File: config.mk
export PLATFORM = sky130hd
export DESIGN_NAME = reg_file_mp
export DESIGN_NICKNAME = d
export VERILOG_FILES = /design/src/rtl/reg_file_mp.sv
export SDC_FILE = /design/constraint.sdc
export NUM_CORES = 2
export LEC_CHECK = 0
export BUFFER_PORTS_ARGS = -buffer_cell sky130_fd_sc_hd__buf_4
export CORE_AREA = 2 2 377 379
export DETAILED_ROUTE_END_ITERATION = 7
export DIE_AREA = 0 0 379 381
export GPL_TIMING_DRIVEN = 0
export HOLD_SLACK_MARGIN = 0.15
export SLEW_MARGIN = 40
export SYNTH_ARGS = -nofsm -noshare
export SYNTH_HDL_FRONTEND = slang
export SYNTH_SLANG_ARGS = --single-unit
File: constraint.sdc
create_clock -name clk -period 36.3 [get_ports clk]
set_input_delay 0 -clock clk [delete_from_list [all_inputs] [get_ports clk]]
set_output_delay 0 -clock clk [all_outputs]
set_load 0.005 [all_outputs]
File: src/rtl/reg_file_mp.sv
// Multi-port register file with same-cycle write bypass, a pending-producer
// scoreboard and a sequenced full-file clear.
module reg_file_mp #(
    parameter int unsigned XLEN     = 32,
    parameter int unsigned DEPTH    = 32,
    parameter int unsigned NRD      = 2,
    parameter int unsigned ZERO_REG = 1,
    localparam int unsigned AW      = (DEPTH > 1) ? $clog2(DEPTH) : 1
) (
    input  logic                clk,
    input  logic                rst,
    input  logic [NRD*AW-1:0]   rd_addr,
    output logic [NRD*XLEN-1:0] rd_data,
    output logic [NRD-1:0]      rd_pend,
    input  logic                wr_en,
    input  logic [AW-1:0]       wr_addr,
    input  logic [XLEN-1:0]     wr_data,
    input  logic                sb_set,
    input  logic [AW-1:0]       sb_addr,
    input  logic                clr_req,
    output logic                clr_busy,
    output logic                clr_done
);

    localparam bit HasZero = (ZERO_REG != 0);

    typedef enum logic [1:0] {StIdle, StClear, StDone} state_e;

    state_e            state_q, state_d;
    logic [AW-1:0]     cnt_q, cnt_d;
    logic [XLEN-1:0]   mem_q [DEPTH];
    logic [XLEN-1:0]   mem_d [DEPTH];
    logic [DEPTH-1:0]  pend_q, pend_d;
    logic              wr_ok, sb_ok;

    assign wr_ok = wr_en && (state_q != StClear) && !(HasZero && (wr_addr == '0));
    assign sb_ok = sb_set && (state_q != StClear) && !(HasZero && (sb_addr == '0));

    always_ff @(posedge clk or posedge rst) begin
        if (rst) begin
            state_q <= StIdle;
            cnt_q   <= '0;
            pend_q  <= '0;
            mem_q   <= '{default: '0};
        end else begin
            state_q <= state_d;
            cnt_q   <= cnt_d;
            pend_q  <= pend_d;
            mem_q   <= mem_d;
        end
    end

    always_comb begin
        state_d = state_q;
        cnt_d   = cnt_q;
        unique case (state_q)
            StIdle: begin
                if (clr_req) begin
                    state_d = StClear;
                    cnt_d   = '0;
                end
            end
            StClear: begin
                cnt_d = cnt_q + AW'(1);
                if (cnt_q == AW'(DEPTH - 1)) state_d = StDone;
            end
            StDone:  state_d = StIdle;
            default: state_d = StIdle;
        endcase
    end

    always_comb begin
        clr_busy = (state_q == StClear);
        clr_done = (state_q == StDone);
    end

    always_comb begin
        mem_d = mem_q;
        if (state_q == StClear) begin
            mem_d[cnt_q] = '0;
        end else if (wr_ok) begin
            mem_d[wr_addr] = wr_data;
        end
    end

    // Set is applied after clear so a same-cycle set on the written entry wins.
    always_comb begin
        pend_d = pend_q;
        if ((state_q == StIdle) && clr_req) begin
            pend_d = '0;
        end else begin
            if (wr_ok) pend_d[wr_addr] = 1'b0;
            if (sb_ok) pend_d[sb_addr] = 1'b1;
        end
    end

    for (genvar k = 0; k < NRD; k++) begin : g_rd
        logic [AW-1:0] addr;
        logic          mask, wr_hit, sb_hit;

        assign addr   = rd_addr[k*AW +: AW];
        assign mask   = clr_busy || (HasZero && (addr == '0));
        assign wr_hit = wr_en && (wr_addr == addr);
        assign sb_hit = sb_set && (sb_addr == addr);

        assign rd_data[k*XLEN +: XLEN] = mask ? '0 : (wr_hit ? wr_data : mem_q[addr]);
        assign rd_pend[k] = !mask && !(wr_hit && !sb_hit) && pend_q[addr];
    end

endmodule

# Yosys cells after proc, flatten, opt, wreduce, memory -nomap -nowiden
# Index checks and enable logic that the tools add are counted.
dict set report word_totals {
  elab_cells 139
  regBits 1063
}
dict set report classes {
  n_eq_ne 10
  n_bitwise 9
  n_reduce_logical 38
  order_cmp 12
  addsub 1
  n_mux 34
}
# op n
set op_table {}
lappend op_table {{$mux W1024} 2}
lappend op_table {{$and A1024 B1024 Y1024} 1}
lappend op_table {{$bwmux W1024} 1}
lappend op_table {{$not A1024 Y1024} 1}
lappend op_table {{$mux W32} 14}
lappend op_table {{$bmux W32 S5} 2}
lappend op_table {{$demux W32 S5} 2}
lappend op_table {{$and A32 B32 Y32} 1}
lappend op_table {{$not A32 Y32} 1}
lappend op_table {{$or A32 B32 Y32} 1}
lappend op_table {{$ge A6 B6 Y1 const B} 4}
lappend op_table {{$lt A5 B6 Y1 const B} 4}
lappend op_table {{$not A5 Y6} 4}
lappend op_table {{$eq A5 B5 Y1} 4}
lappend op_table {{$logic_not A5 Y1} 4}
lappend op_table {{$logic_and A1 B1 Y1} 19}
lappend op_table {{$lt A6 B1 Y1 const B} 2}
lappend op_table {{$bmux W1 S5} 2}
lappend op_table {{$demux W1 S5} 2}
lappend op_table {{$ge A5 B1 Y1 const B} 2}
lappend op_table {{$pmux W5 S2} 1}
lappend op_table {{$logic_not A1 Y1} 8}
lappend op_table {{$add A5 B1 Y5 const B} 1}
lappend op_table {{$eq A5 B5 Y1 const B} 1}
lappend op_table {{other kinds (12)} 20}

# Longest topological paths before layout
dict set report depth {
  ltp_word 11
  depth_mapped 9
  ltp_nobuf 6
}

# Worst setup path after synthesis
# No wires, ideal clock.
dict set report synth_timing {
  path_type {reg2reg}
  startpoint {register state_q[0]}
  endpoint {register mem_q[100] (netlist bit)}
  period_less_slack_ps 2026
  arrival_time_ps 1905
  required_time_ps 36179
  slack_ps 34274
  path_stages_with_launch 9
  path_buffers 2
  setup_time_ps 121
  cell_sequence {dfrtp_1 > nand2b_2 > inv_2 > or4b_1 > buf_4 > nor3_4 > a21oi_1 > buf_2 > a22o_1}
}
dict set report synth_via {
  elab_chain_cells 4
  elab_cells_between_ends 6
  cone_classes {eq/ne (2); mux (1); reduce/logical (3)}
}
# element line
set synth_lines {}
lappend synth_lines {{from (decl)} 29} ;# state_e state_q, state_d;
lappend synth_lines {{from (signal assigned)} 41} ;# state_q <= StIdle;
lappend synth_lines {{from (signal assigned)} 46} ;# state_q <= state_d;
lappend synth_lines {{$ne A2 B1 Y1} 36} ;# assign wr_ok = wr_en && (state_q != StClear) && !(HasZero && (wr_addr == '0));
lappend synth_lines {{$logic_and A1 B1 Y1 (2 in series)} 36}
lappend synth_lines {{$reduce_bool A2 Y1 (no source line)} --}
lappend synth_lines {{to (signal assigned)} 49} ;# mem_q <= mem_d;
lappend synth_lines {{to (decl)} 31} ;# logic [XLEN-1:0] mem_q [DEPTH];
# Several ways; a longest one is shown, not always the timed one.
# A chain may end at the register's enable or synchronous reset.

# Final worst setup path
dict set report layout_timing {
  startpoint {input wr_addr[1]}
  endpoint {output rd_data[32]}
}
dict set report layout_via {
  elab_chain_cells 4
}
# element line
set layout_lines {}
lappend layout_lines {{from (decl)} 16} ;# input logic [AW-1:0] wr_addr,
lappend layout_lines {{$eq A5 B5 Y1} 103} ;# assign wr_hit = wr_en && (wr_addr == addr);
lappend layout_lines {{$logic_and A1 B1 Y1} 103}
lappend layout_lines {{$mux W32 (2 in series)} 106} ;# assign rd_data[k*XLEN +: XLEN] = mask ? '0 : (wr_hit ? wr_data : mem_q[addr]);
lappend layout_lines {{to (decl)} 13} ;# output logic [NRD*XLEN-1:0] rd_data,
# Every way passes these cells.

==> results.py <==
metrics = {
    "critical_path": {
        "critPathSlowestCell": "o211ai_1",
        "cp_top_family": "buffers and inverters",
        "worst_path_most_repeated_cell": "clkbuf_1",
        "crit_buf_inv": 4,
        "max_stage_delay_ns": 0.79,
        "worst_ep_required_time_ns": 36.30,
        "cp-startpoint": "wr_addr[1]",
        "cp_max_fo": 10,
        "critical_path_class": "primary input to output pin",
        "arrival_ns": 3.88,
        "crit_path_end_kind": "output pin",
        "path_cells": "dlygate4sd3_1 > clkbuf_1 > xnor2_1 > nand4_1 > o211ai_1 > clkbuf_1 > a21oi_1 > a221o_1 > buf_4",
        "timing.rr.start": "state_q[1]",
        "start_kind": "primary input",
    },
    "floorplan": {
        "fp.coreArea_um2": 141000,
        "die_w_um": 379,
        "dieArea_um2": 144000,
        "fp-row-count": 138,
        "start_util_pct": 39.8,
        "die_h_um": 381,
        "ios": 125,
    },
    "place": {
        "dp_cells": 6277,
        "place_ws_ns": 32.54,
        "hpwl_um": 190000,
        "portBuffers": 77,
        "gp_congestion": 1.06,
    },
    "clock_network": {
        "clk_latency_ns": 0.78,
        "clock_sink_count": 1063,
        "path_clk_slew_ns": 0.06,
        "clockRootBuffer": "clkbuf_16",
        "cts_resized": 0,
        "numCtsBuffers": 115,
        "cts_tree": "yes",
        "cts.path.max_buffers": 3,
        "htree_levels": 3,
    },
    "detailed_routing": {
        "drtIter0Drc": 6577,
        "wire_per_inst_um": 38.3,
        "final_antenna_net_count": 0,
        "totalWireLength_um": 252000,
        "vias_per_cell": 7.05,
        "firstDrtPassIters": 7,
        "drc": 0,
        "num_vias": 46329,
    },
    "status": {
        "outcome": "finished, final reports clean",
    },
    "logic_synthesis": {
        "synthFlopType": "dfrtp_1",
        "yosys_warnings": 0,
        "syn_inst": 4287,
        "synth_top_cell_area_share_pct": 47.6,
        "syn_nets": 4349,
        "seq_area_frac_synth_pct": 47.6,
        "synth_edf_count": 0,
        "synth_top_cell_by_area": "dfrtp_1",
        "synth_area_um2": 55900,
        "synth_area_leaders": "dfrtp_1, mux4_2, a22o_1, mux2i_1, clkbuf_1",
        "yosysUniqueCellTypes": 56,
        "async_flop_share_pct": 100,
        "syn-mean-instance-area_um2": 13.0,
        "ys_seq_elements": 1063,
    },
    "power_and_ir_drop": {
        "finalPower_w": 0.00349,
        "powerDensity_nw_per_um2": 54.1,
        "clock_power_share_pct": 37.0,
        "p_leak_nw": 28.3,
        "sw_frac_of_total_pct": 31.9,
        "ir_drop_uv": 45.8,
        "seqPwrFrac_pct": 41.8,
        "p_switching_w": 0.00111,
        "p_int_w": 0.00237,
        "combPwrFrac_pct": 21.2,
    },
    "cells_and_area": {
        "fin_nets": 4634,
        "final_cells": 6571,
        "drive_gt1_share_pct": 21.0,
        "synthToLayoutAreaGrowth_pct": 15.1,
        "fillers": 12766,
    },
    "sta": {
        "finalSetupViolations": 0,
        "fin_ws_ns": 32.42,
        "worst_pin_slew_ns": 0.978,
        "setup_tns_ns": 0,
        "rsz0062_at_grt": "no",
        "fin_crit_ns": 3.88,
        "finalMaxSlewViolations": 0,
        "fin_crit_sh_pct": 10.7,
        "max_slew_margin_pct": 34.8,
        "hold_viol": 0,
        "fin_skew_ns": 0.0455,
        "maxClockFrequency_mhz": 257,
        "holdWs_ns": 0.214,
    },
    "grt": {
        "grt_pass1_vias": 45567,
        "track_usage_pct": 34.5,
        "grt_pass1_wl_um": 353000,
        "grt_max_degree": 81,
        "grt_overflow": 0,
        "antenna_found_initial": 6,
    },
    "worst_hold_path": {
        "hold_class": "primary input to register",
        "hold_start": "clr_req",
    },
    "job": {
        "drv_cap": 0,
    },
}
-- power by group through the flow --
stage / sequential, W / combinational, W / clock, W
3_3_place_gp: 0.00146 / 0.000685 / 0
2_1_floorplan: 0.00143 / 0.000459 / 0
6_report: 0.00146 / 0.000738 / 0.00129
3_5_place_dp: 0.00147 / 0.000703 / 0
5_1_grt: 0.00147 / 0.000762 / 0.00134
4_1_cts: 0.00145 / 0.000712 / 0.00129
-- per-layer routing --
layer | GRT usage [%] | share of wire [%]
met4 | 22.1 | 7.5
met3 | 10.4 | 12
met1 | 45.0 | 38
met5 | 0 | 0.014
met2 | 50.0 | 43
-- cells in the final DEF, fill, tap and decap left out, types with 64 or more instances in the layout --
cell / n
clkbuf_16: 118
dlygate4sd3_1: 64
nor2_1: 73
mux4_2: 402
buf_4: 96
nand2_1: 100
mux2i_1: 265
a22oi_1: 77
a21oi_1: 144
a22o_1: 1020
dfrtp_1: 1063
buf_2: 136
clkbuf_1: 337
clkbuf_2: 67
a221oi_1: 126
-- worst reg2reg max path, stage by stage, from the launching register on --
cell and delay (ns):
dfrtp_1 0.40, nand2b_2 0.25, buf_2 0.24, nand4_1 0.39, buf_2 0.47, nor2_1 0.30
a21oi_1 0.75, clkbuf_1 0.58, a22o_1 0.23
-- state kept, by name, indices dropped and copies added, names as in the netlist --
name	cells
mem_q	1024
pend_q	32
cnt_q	5
state_q	2
-- final timing paths --
check / to / slack (ns) / cells after the start
max in group asynchronous: mem_q[5] / 33.97 / 8
min: state_q[0] / 0.21 / 4
max reg2reg: mem_q[149] / 32.59 / 8
min in group asynchronous: pend_q[31] / 0.44 / 4
min reg2reg: mem_q[1002] / 0.51 / 1
max: rd_data[32] / 32.42 / 9
-- kinds of logic after synthesis --
group / share of synthesized area, %
AOI/OAI and AO/OA: 23.3
xor gates and xnor gates: 0.313
adders and majority gates: 0.112
buffers and inverters: 4.32
DFF: 47.6
muxes: 21.6
and+or+nand+nor: 2.83
-- what timing repair did --
item                      4_1_cts  5_1_grt
buffers inserted                0        0
hold endpoints to repair     1318        0
hold buffers                   64        0
-- final cells by class --
class	count	area [µm²]	area share (%)
Antenna cell	7	17.5	0.0272
Buffer	572	2450	3.81
Multi-Input combinational cell	2636	27000	41.9
Clock buffer	160	3330	5.17
Sequential cell	1063	26600	41.3
Tap cell	1890	2360	3.67
Timing Repair Buffer	168	1810	2.81
Clock inverter	59	743	1.15
Inverter	16	67.6	0.105
-- cells in the mapped netlist (all sizes together), types with 3 or more instances --
cell type  count
dfrtp       1063
a22o        1020
mux4         402
clkbuf       383
mux2i        265
buf          189
a21oi        147
a221oi       126
nand2        100
a22oi         77
nor2          76
o21ai         55
nor2b         40
and2          39
mux2          33
a31oi         32
o21bai        32
a211o         31
a211oi        31
a221o         31
nor3          22
inv           15
xnor2         11
xor2           9
nand3          7
a2bb2oi        5
ha             5
nand2b         5
o221ai         5
nor3b          4
nand4          3
nor4           3
-- metrics by stage --
step	util [%]	area, µm²
finish	45.8	64400
global route	45.8	64400
CTS	45.7	64300
detailed placement	42.4	59600
global placement	41.9	58900
floorplan	-	55900
Note: power is estimated with default switching activity, not from simulation.
